**config.mk**
```make
export PLATFORM = sky130hd
export DESIGN_NAME = uart_rx_flat
export DESIGN_NICKNAME = d
export VERILOG_FILES = /design/src/rtl/uart_rx_if.sv /design/src/rtl/uart_rx.sv /design/src/flat_wrapper.sv
export SDC_FILE = /design/constraint.sdc
export NUM_CORES = 1
export LEC_CHECK = 0
export CORE_ASPECT_RATIO = 1.2
export CORE_MARGIN = 5
export CORE_UTILIZATION = 58
export CTS_BUF_LIST = sky130_fd_sc_hd__clkbuf_16
export DETAILED_ROUTE_END_ITERATION = 6
export PLACE_DENSITY = 0.75
export SETUP_SLACK_MARGIN = 0.5
export SKIP_CTS_REPAIR_TIMING = 1
export SLEW_MARGIN = 15
export SYNTH_ARGS = -nofsm -noshare
export SYNTH_HDL_FRONTEND = slang
export SYNTH_SLANG_ARGS = --single-unit
export TNS_END_PERCENT = 5
```
**constraint.sdc**
```tcl
create_clock -name clk -period 2.3 [get_ports clk]
set_input_delay 0.46 -clock clk [delete_from_list [all_inputs] [get_ports clk]]
set_output_delay 0.46 -clock clk [all_outputs]
set_load 0.1 [all_outputs]
```
**src/rtl/uart_rx_if.sv**
```systemverilog
// rtl/uart_rx_if.sv - UART receiver pin and byte-output bundle (parity_err under UART_RX_PARITY_EN)
interface uart_rx_if;
  logic       rxd;
  logic [7:0] rx_data;
  logic       rx_valid;
  logic       frame_err;
  logic       busy;
`ifdef UART_RX_PARITY_EN
  logic       parity_err;

  modport master (
    input  rxd,
    output rx_data, rx_valid, frame_err, busy, parity_err
  );

  modport slave (
    output rxd,
    input  rx_data, rx_valid, frame_err, busy, parity_err
  );
`else
  modport master (
    input  rxd,
    output rx_data, rx_valid, frame_err, busy
  );

  modport slave (
    output rxd,
    input  rx_data, rx_valid, frame_err, busy
  );
`endif
endinterface

```
**src/rtl/uart_rx.sv**
```systemverilog
// rtl/uart_rx.sv - 8N1 UART receiver, 8E1 with parity_err when UART_RX_PARITY_EN is defined
module uart_rx #(
  parameter int CLK_FREQ    = 100_000_000,
  parameter int BAUD        = 9600,
  parameter int SYNC_STAGES = 2
) (
  input  logic     clk,
  input  logic     rst,
  uart_rx_if.master bus
);

  localparam int CLKS_PER_BIT = CLK_FREQ / BAUD;
  localparam int CNT_W        = (CLKS_PER_BIT > 1) ? $clog2(CLKS_PER_BIT) : 1;
  localparam logic [CNT_W-1:0] CNT_LAST = CNT_W'(CLKS_PER_BIT - 1);
  localparam logic [CNT_W-1:0] CNT_MID  = CNT_W'(CLKS_PER_BIT / 2 - 1);

  typedef enum logic [2:0] {
    S_IDLE,
    S_START,
    S_DATA,
`ifdef UART_RX_PARITY_EN
    S_PARITY,
`endif
    S_STOP,
    S_BREAK
  } state_t;

  logic [SYNC_STAGES-1:0] sync_q;
  logic                   rxd_s;
  logic                   rxd_d;
  logic                   fall;

  state_t           state;
  logic [CNT_W-1:0] clk_cnt;
  logic [3:0]       bit_idx;
  logic [7:0]       shift_q;
  logic [7:0]       rx_data_q;
  logic             rx_valid_q;
  logic             frame_err_q;
  logic             busy_q;
`ifdef UART_RX_PARITY_EN
  logic             par_bit_q;
  logic             parity_err_q;
`endif

  assign rxd_s = sync_q[SYNC_STAGES-1];
  assign fall  = rxd_d & ~rxd_s;

  // Bring the asynchronous pin into the clock domain; preset high so reset looks like an idle line
  always_ff @(posedge clk or posedge rst) begin
    if (rst) begin
      sync_q <= '1;
      rxd_d  <= 1'b1;
    end else begin
      sync_q <= {sync_q[SYNC_STAGES-2:0], bus.rxd};
      rxd_d  <= rxd_s;
    end
  end

  // Frame FSM: mid-bit sampling driven by the clock counter, all outputs registered
  always_ff @(posedge clk or posedge rst) begin
    if (rst) begin
      state       <= S_IDLE;
      clk_cnt     <= '0;
      bit_idx     <= '0;
      shift_q     <= '0;
      rx_data_q   <= '0;
      rx_valid_q  <= 1'b0;
      frame_err_q <= 1'b0;
      busy_q      <= 1'b0;
`ifdef UART_RX_PARITY_EN
      par_bit_q    <= 1'b0;
      parity_err_q <= 1'b0;
`endif
    end else begin
      rx_valid_q  <= 1'b0;
      frame_err_q <= 1'b0;
`ifdef UART_RX_PARITY_EN
      parity_err_q <= 1'b0;
`endif
      case (state)
        S_IDLE: begin
          if (fall) begin
            state   <= S_START;
            clk_cnt <= '0;
            busy_q  <= 1'b1;
          end
        end

        S_START: begin
          if (clk_cnt == CNT_MID) begin
            clk_cnt <= '0;
            if (!rxd_s) begin
              state   <= S_DATA;
              bit_idx <= '0;
            end else begin
              // Line came back high before mid start bit: treat as a glitch
              state  <= S_IDLE;
              busy_q <= 1'b0;
            end
          end else begin
            clk_cnt <= clk_cnt + CNT_W'(1);
          end
        end

        S_DATA: begin
          if (clk_cnt == CNT_LAST) begin
            clk_cnt <= '0;
            shift_q <= {rxd_s, shift_q[7:1]};
            bit_idx <= bit_idx + 4'd1;
            if (bit_idx == 4'd7) begin
`ifdef UART_RX_PARITY_EN
              state <= S_PARITY;
`else
              state <= S_STOP;
`endif
            end
          end else begin
            clk_cnt <= clk_cnt + CNT_W'(1);
          end
        end

`ifdef UART_RX_PARITY_EN
        S_PARITY: begin
          if (clk_cnt == CNT_LAST) begin
            clk_cnt   <= '0;
            par_bit_q <= rxd_s;
            state     <= S_STOP;
          end else begin
            clk_cnt <= clk_cnt + CNT_W'(1);
          end
        end
`endif

        S_STOP: begin
          if (clk_cnt == CNT_LAST) begin
            clk_cnt <= '0;
            if (rxd_s) begin
              state  <= S_IDLE;
              busy_q <= 1'b0;
`ifdef UART_RX_PARITY_EN
              // Even parity: data bits plus parity bit must XOR to zero
              if ((^shift_q) ^ par_bit_q) begin
                parity_err_q <= 1'b1;
              end else begin
                rx_data_q  <= shift_q;
                rx_valid_q <= 1'b1;
              end
`else
              rx_data_q  <= shift_q;
              rx_valid_q <= 1'b1;
`endif
            end else begin
              // Bad stop bit outranks any parity result; park until the line recovers
              frame_err_q <= 1'b1;
              state       <= S_BREAK;
            end
          end else begin
            clk_cnt <= clk_cnt + CNT_W'(1);
          end
        end

        S_BREAK: begin
          if (rxd_s) begin
            state  <= S_IDLE;
            busy_q <= 1'b0;
          end
        end

        default: begin
          state  <= S_IDLE;
          busy_q <= 1'b0;
        end
      endcase
    end
  end

  assign bus.rx_data   = rx_data_q;
  assign bus.rx_valid  = rx_valid_q;
  assign bus.frame_err = frame_err_q;
  assign bus.busy      = busy_q;
`ifdef UART_RX_PARITY_EN
  assign bus.parity_err = parity_err_q;
`endif

endmodule

```
**src/flat_wrapper.sv**
```systemverilog
// flat-port wrapper written by rule: the top's interface ports become plain ports
module uart_rx_flat 
#(
  parameter int CLK_FREQ    = 100_000_000,
  parameter int BAUD        = 9600,
  parameter int SYNC_STAGES = 2
)
  (clk, rst, bus_rxd, bus_rx_data, bus_rx_valid, bus_frame_err, bus_busy);
  uart_rx_if bus_i ();
  input  logic clk;
  input  logic rst;
  input wire logic [$bits(bus_i.rxd)-1:0] bus_rxd;
  output wire logic [$bits(bus_i.rx_data)-1:0] bus_rx_data;
  output wire logic [$bits(bus_i.rx_valid)-1:0] bus_rx_valid;
  output wire logic [$bits(bus_i.frame_err)-1:0] bus_frame_err;
  output wire logic [$bits(bus_i.busy)-1:0] bus_busy;
  assign bus_i.rxd = bus_rxd;
  assign bus_rx_data = bus_i.rx_data;
  assign bus_rx_valid = bus_i.rx_valid;
  assign bus_frame_err = bus_i.frame_err;
  assign bus_busy = bus_i.busy;
  uart_rx #(.CLK_FREQ(CLK_FREQ), .BAUD(BAUD), .SYNC_STAGES(SYNC_STAGES)) u_core (.clk(clk), .rst(rst), .bus(bus_i));
endmodule
```
Word level (Yosys, flattened, before mapping)

Cells that the tools add are included.

Register bits after elaboration: 43
Input bits: 3
Output and inout bits: 11
Logic and storage cells: 67

Add/subtract/negate cells: 2
Equality and inequality tests: 14
Multiplexer cells: 28
Bitwise gates (word level): 3
Reductions and logical operators: 10

Operators with widths:

| cell                  | number |
|---|---|
| $mux 14               | 3 |
| $pmux 14 s3           | 1 |
| $mux 3                | 7 |
| $pmux 3 s5            | 1 |
| $add 14x1->14 const B | 1 |
| $eq 14x13->1 const B  | 1 |
| $eq 14x14->1 const B  | 1 |
| $mux 4                | 3 |
| $ne 2x1->1 const B    | 6 |
| $mux 1                | 10 |
| $pmux 4 s2            | 1 |
| $reduce_and 4->1      | 2 |
| $eq 3x2->1 const B    | 2 |
| $reduce_and 6->1      | 1 |
| $pmux 1 s5            | 1 |
| $add 4x1->4 const B   | 1 |
| $eq 4x3->1 const B    | 1 |
| $reduce_and 2->1      | 2 |
| $eq 3x1->1 const B    | 1 |
| $eq 3x3->1 const B    | 1 |
| $logic_not 3->1       | 1 |
| $reduce_and 3->1      | 1 |
| $reduce_bool 3->1     | 1 |
| $mux 2                | 1 |
| other kinds (5)       | 6 |

Logic depth before layout (Yosys ltp)

Gate-level depths: netlist (run 1).

Depth in word-level cells: 4
Mapped depth: 7
Depth with buffers taken out: 6

Worst setup path before layout (run 1)

No wires, ideal clock.

Kind: register to register
Start point: reg u_core.clk_cnt[0]
End point: reg u_core.clk_cnt[9]
Arrival time: 1.682 ns
Data required time: 2.232 ns
Slack: 0.549 ns
Cell stages (with the launch flop): 8
Buffers on the path: 1
Path through: dfrtp_1 > ha_1 > and4_2 > nand4_4 > a22oi_2 > buf_6 > or3_1 > nand3_1

Cells in the longest elaborated chain, start to end: 3
Elaborated cells between the ends (all ways): 6
Classes of those cells: add/sub: 1; eq/ne: 2; mux: 3

Ends and longest elaborated chain:

| item                                  | RTL line                                       | source |
|---|---|---|
| start: declaration                    | uart_rx.sv:34                                  | `logic [CNT_W-1:0] clk_cnt;` |
| start signal: assignment              | uart_rx.sv:102                                 | `clk_cnt <= clk_cnt + CNT_W'(1);` |
| start signal: assignment              | uart_rx.sv:119                                 | `clk_cnt <= clk_cnt + CNT_W'(1);` |
| start signal: assignment              | uart_rx.sv:159                                 | `clk_cnt <= clk_cnt + CNT_W'(1);` |
| $add 14x1->14 (tied with other cells) | uart_rx.sv:102, uart_rx.sv:119, uart_rx.sv:159 |  |
| $mux 14 (on tied branches)            | uart_rx.sv:107, uart_rx.sv:136, uart_rx.sv:91  |  |
| $pmux 14 s3 (*)                       | uart_rx.sv:81                                  | `case (state)` |

Mark *: on every way between the ends. The rest lies on a longest branch, timed or not.
A chain may end at the register's enable or synchronous reset.

Final worst setup path (run 1)

Start point: reg u_core.clk_cnt[0]
End point: reg u_core.clk_cnt[5]

Same word-level chain as after synthesis.

==> impl_results.md, run 1 <==
* DR vias at 1689
* Area Growth Syn to Fin at 18.8%
* # rows at 24
* Yosys cell types at 45
* Clock Latency Late Sink at 290 ps
* Num CTS Buffers at 5
* Worst vdd ir at 0.734 mV
* ANT cells at 0
* Initial core utilization at 59.1%
* Combinational Power Share at 16.6%
* Status: completed
* Final std cells w/o fill at 271
* Min-Delay Path Class: reg -> reg
* Initial antenna violation count at 0
* Total iterations of the first detailed-routing run at 4
* Final Hold Violating Endpoints at 0
* Internal power at 1.39 mW
* Max Clock Freq at 543 MHz
* Num Clock Sinks at 43
* Skew final at 5.96 ps
* CP Max Fanout at 8
* Post-synthesis sequential area ratio at 51.1%
* Crit path kind: reg -> reg
* Crit path largest cell delay at 430 ps
* PnR Total Power at 1.93 mW
* RePlAce Congestion at 0.834
* Clock Path Buffers at 2
* Mapped Area at 0.00211 sq mm
* Slew margin rel. at 60.6%
* Lkg Pwr at 1.13 nW
* Post-DR vias/cell at 6.23
* Switching power at 0.539 mW
* Minimum clock period at 1840 ps
* Top FF cell, synth: dfrtp_1
* Tightest Pin Transition at 591 ps
* Final TNS setup at 0 ps
* Final core utilization at 70.2%
* GRT overflow at 0
* 1st-iter DRT viols at 143
* Vias in the first global route at 1685
* Final setup fails at 0
* Clock Pin Slew Worst Setup and Hold Paths at 60 ps
* Max-Cap Viols at 0
* Setup crit start kind: flip-flop
* Commonest non-fill, non-tap cell in the layout: nand2_1
* Most frequent cells in the layout: 37 x nand2_1, 36 x dfrtp_1, 23 x buf_4
* Largest net degree at the start of global routing at 44
* Clock power share at 36.4%
* IO Port Bufs at 13
* Detail Route Antenna Nets at 0
* Flop pwr share at 47.0%
* Die Wd at 65.1 um
* Crit end category: flip-flop
* Synth warn at 0
* Slew Limit Fails at 0
* Worst Path Arrival at 2010 ps
* Slowest cell on crit path: dfrtp_2
* Post-synthesis cell count at 207
* Clock root buffer: clkbuf_16
* Final WL at 4430 um
* EDFF count, synth at 0
* Fin crit share at 80.1%
* Drt drc at 0
* Switching share of power at 28.0%
* Power Dens Cells at 768 mW/mm^2
* Yosys reg bits at 43
* Ports at 14
* Die H at 76.1 um
* DP HPWL at 2950 um
* Worst endpoint required time at 2470 ps
* Avg Cell Area, Syn at 10.2 sq um
* CP Cell Sequence: ha_4, and4_4, nand4_4, a22oi_2, buf_6, o21ai_1, a22o_1
* Filler Cells Inserted at 271
* RSZ-0062 raised after global routing: yes
* Async S/R FF share, synth at 100%
* Core ar. at 0.00357 sq mm
* DP Area at 0.00223 sq mm
* First-pass GRT wire length at 7480 um
* Syn nets at 213
* H-tree depth at 2
* Avg WL per Cell at 16.4 um
* GR Util All Layers at 18.8%
* Fin nets at 237
* Die ar. at 0.00496 sq mm
* Fin area at 0.00251 sq mm
* Placed Instances at 252
* CTS tree: built
* Fraction of layout cells with a size suffix above 1 at 29.3%
-- power by group through the flow --
stage | Clock [mW] | Combinational, mW | Sequential [mW]
2_1_floorplan | 0 | 0.185 | 0.872
3_3_place_gp | 0 | 0.198 | 0.891
3_5_place_dp | 0 | 0.211 | 0.897
4_1_cts | 0.714 | 0.213 | 0.883
5_1_grt | 0.759 | 0.356 | 0.910
6_report | 0.702 | 0.320 | 0.905
-- routing by layer --
layer  track usage [%]  part of all wire, %  wire (um)
met1              21.1                   41       1800
met2              33.7                   53       2370
met3              3.98                  4.0        176
met4              8.09                  1.9         85
met5                 0                    0          0
-- Yosys cell counts (all sizes together), types with 4 or more instances --
| library cell | n | area [sq um] |
|---|---|---|
| dfrtp | 40 | 1000 |
| nand2 | 37 | 139 |
| nor2 | 16 | 67.6 |
| a21oi | 11 | 55.1 |
| o21ai | 11 | 55.1 |
| mux2 | 9 | 101 |
| nand3 | 9 | 45.0 |
| nor3 | 7 | 45.0 |
| nand4 | 6 | 58.8 |
| a22o | 5 | 43.8 |
| clkbuf | 5 | 18.8 |
| inv | 5 | 18.8 |
| nor3b | 5 | 63.8 |
| or3 | 5 | 36.3 |
| buf | 4 | 32.5 |
-- metrics by stage --
| step | hold slack [ps] | worst slack (ps) |
|---|---|---|
| CTS | 357 | 236 |
| finish | 355 | 458 |
| floorplan | 345 | 549 |
| global placement | 346 | 364 |
| detailed placement | 348 | 248 |
| global route | 362 | 409 |
-- worst max-delay path: cells and delay by family (launching register included) --
kind / cells / cell delay, ps
AOI/OAI and AO/OA: 3 / 570
adders and majority gates: 1 / 150
buffers and inverters: 1 / 160
DFF: 1 / 430
and+or+nand+nor: 2 / 410
-- worst paths after layout --
kind / slack [ps] / startpoint / cells past startpoint / endpoint
setup / recovery: 460 / u_core.clk_cnt[0]$_DFFE_PP0P_ / 7 / u_core.clk_cnt[5]$_DFFE_PP0P_
hold / removal: 360 / u_core.sync_q[0]$_DFF_PP1_ / 0 / u_core.sync_q[1]$_DFF_PP1_
setup reg to reg: 460 / u_core.clk_cnt[0]$_DFFE_PP0P_ / 7 / u_core.clk_cnt[5]$_DFFE_PP0P_
hold reg to reg: 360 / u_core.sync_q[0]$_DFF_PP1_ / 0 / u_core.sync_q[1]$_DFF_PP1_
max in group asynchronous: 1290 / rst / 3 / u_core.clk_cnt[1]$_DFFE_PP0P_
min in group asynchronous: 610 / rst / 3 / u_core.clk_cnt[9]$_DFFE_PP0P_
-- area by class of cell --
type                       instances  area [sq um]  area share, %
inverter                           5          18.8          0.748
sequential                        43          1080           43.2
timing repair buffer              26           204           8.13
clock inverter                     3          23.8          0.947
multi-input combinational        150          1000           40.0
clock buffer                       5           125           4.99
tap                               39          48.8           1.94
-- flip-flops by register name, summed over array words and instances, names as in the netlist --
register / count
u_core.bus.rx_valid: 1
u_core.bit_idx: 4
u_core.bus.frame_err: 1
u_core.shift_q: 8
u_core.clk_cnt: 14
u_core.rxd_d: 1
u_core.bus.rx_data: 8
u_core.state: 3
u_core.bus.busy: 1
u_core.sync_q: 2
-- cell families after synthesis --
family          Yosys count  share of synthesized area [%]
fa+ha+maj                 3                           1.78
xor+xnor                  4                           1.66
simple gates             98                           26.7
flops                    43                           51.1
compound gates           36                           10.7
mux                       9                           4.80
buf+inv                  14                           3.32
(Power assumes the default switching activity.)
==> run 2, diff against run 1 <==
==> constraint.sdc (replaced) <==
create_clock -name clk -period 1.8 [get_ports clk]
set_input_delay 0.36 -clock clk [delete_from_list [all_inputs] [get_ports clk]]
set_output_delay 0.36 -clock clk [all_outputs]
set_load 0.1 [all_outputs]
==> run 2 against run 1 <==
Worst setup slack lost 450 ps. Critical path depth stayed put. Combinational power is 49% higher. Clock power grew 62%. Die area unchanged. Non-clock buffer count rose by 15. Final cell count increased by 5.5%. Global-route usage increased by 2.1 points. Design area rose by 13%. Critical path type unchanged. Largest cell class unchanged. Register-to-register slack worse by 450 ps.
==> impl_results.md, run 2 (same netlist as run 1, synthesis figures left out) <==
* Fraction of layout cells with a size suffix above 1 at 33.6%
* Max reg flops at 14
* Lkg Pwr at 1.29 nW
* Min-Delay Path Class: reg -> reg
* Setup crit start kind: flip-flop
* Clock Path Buffers at 2
* Slew Limit Fails at 0
* Clock Pin Slew Worst Setup and Hold Paths at 60 ps
* Max-Cap Viols at 0
* Crit path kind: reg -> reg
* Initial core utilization at 59.1%
* Initial antenna violation count at 0
* Die H at 76.1 um
* Total iterations of the first detailed-routing run at 4
* Fin area at 0.00283 sq mm
* Final Hold Violating Endpoints at 0
* First-pass GRT wire length at 8120 um
* Largest net degree at the start of global routing at 44
* Placed Instances at 275
* Final WL at 4850 um
* Power Dens Cells at 964 mW/mm^2
* Crit end category: flip-flop
* Post-DR vias/cell at 6.12
* CP Max Fanout at 5
* Core ar. at 0.00357 sq mm
* Final setup fails at 0
* GR Util All Layers at 20.9%
* # rows at 24
* Vias in the first global route at 1744
* DP HPWL at 3310 um
* Clock root buffer: clkbuf_16
* GRT overflow at 0
* Worst endpoint required time at 1970 ps
* Most frequent cells in the layout: 40 x dfrtp_1, 36 x nand2_1, 25 x buf_4
* Area Growth Syn to Fin at 34.1%
* IO Port Bufs at 13
* RePlAce Congestion at 0.826
* Pre-CTS WS at -19.8 ps
* 1st-iter DRT viols at 106
* Worst vdd ir at 0.723 mV
* Tightest Pin Transition at 368 ps
* Fin crit share at 99.7%
* Setup ws final at 5.23 ps
* Top reg by flops: u_core.clk_cnt
* DR vias at 1750
* H-tree depth at 2
* Status: completed
* Commonest non-fill, non-tap cell in the layout: dfrtp_1
* PnR Total Power at 2.73 mW
* Filler Cells Inserted at 207
* Minimum clock period at 1790 ps
* Worst Path Arrival at 1970 ps
* Max Clock Freq at 557 MHz
* Clock Latency Late Sink at 280 ps
* DP Area at 0.00255 sq mm
* Drt drc at 0
* Die ar. at 0.00496 sq mm
* Skew final at 4.23 ps
* Fin nets at 252
* Num CTS Buffers at 5
* Final std cells w/o fill at 286
* ANT cells at 0
* Detail Route Antenna Nets at 0
* CTS tree: built
* Ports at 14
* Avg WL per Cell at 17.0 um
* Num Clock Sinks at 43
* Die Wd at 65.1 um
* RSZ-0062 raised after global routing: yes
* Slew margin rel. at 75.4%
## run 2: area by class of cell
class,count,area (sq um),area share [%]
Clock buffer,5,125,4.42
Clock inverter,3,63.8,2.25
Sequential cell,43,1080,38.1
Timing Repair Buffer,41,470,16.6
Inverter,5,18.8,0.662
Multi-Input combinational cell,150,1030,36.2
Tap cell,39,48.8,1.72
## run 2: worst paths after layout
| check | startpoint | endpoint | slack [ps] | cells after the start |
|---|---|---|---|---|
| min in group asynchronous | rst | u_core.clk_cnt[7]$_DFFE_PP0P_ | 430 | 3 |
| hold / removal | u_core.sync_q[0]$_DFF_PP1_ | u_core.sync_q[1]$_DFF_PP1_ | 360 | 0 |
| hold reg to reg | u_core.sync_q[0]$_DFF_PP1_ | u_core.sync_q[1]$_DFF_PP1_ | 360 | 0 |
| max in group asynchronous | rst | u_core.rxd_d$_DFF_PP1_ | 1090 | 3 |
| setup / recovery | u_core.clk_cnt[0]$_DFFE_PP0P_ | u_core.clk_cnt[5]$_DFFE_PP0P_ | 5 | 7 |
| setup reg to reg | u_core.clk_cnt[0]$_DFFE_PP0P_ | u_core.clk_cnt[5]$_DFFE_PP0P_ | 5 | 7 |
## run 2: where the power goes
part	switching [mW]	leakage (nW)	internal, mW
Clock	0.355	0.0952	0.789
Combinational	0.227	0.624	0.249
Sequential	0.0802	0.574	1.03
Total	0.662	1.29	2.07
## run 2: metrics by stage
stage	TNS [ps]	utilization, %	hold WS [ps]
floorplan	0	-	345
CTS	-88.8	76.8	361
detailed placement	-34.8	71.5	352
global placement	0	71.5	346
global route	-1190	79.3	366
finish	0	79.3	358
## run 2: critical path, cell delays in order, from the launching register on
cell,delay (ps)
dfrtp_1,400
ha_2,200
and4_4,250
nand4_4,140
a22oi_2,300
buf_6,170
o21ai_2,60
a22o_1,170
## run 2: per-layer routing
layer / vias up / GRT usage, % / share of wire [%]
met5: - / 0 / 0
met4: 0 / 11.4 / 3.4
met3: 19 / 5.16 / 4.1
met2: 52 / 33.7 / 52
met1: 870 / 25.2 / 40
li1: 809 / - / -
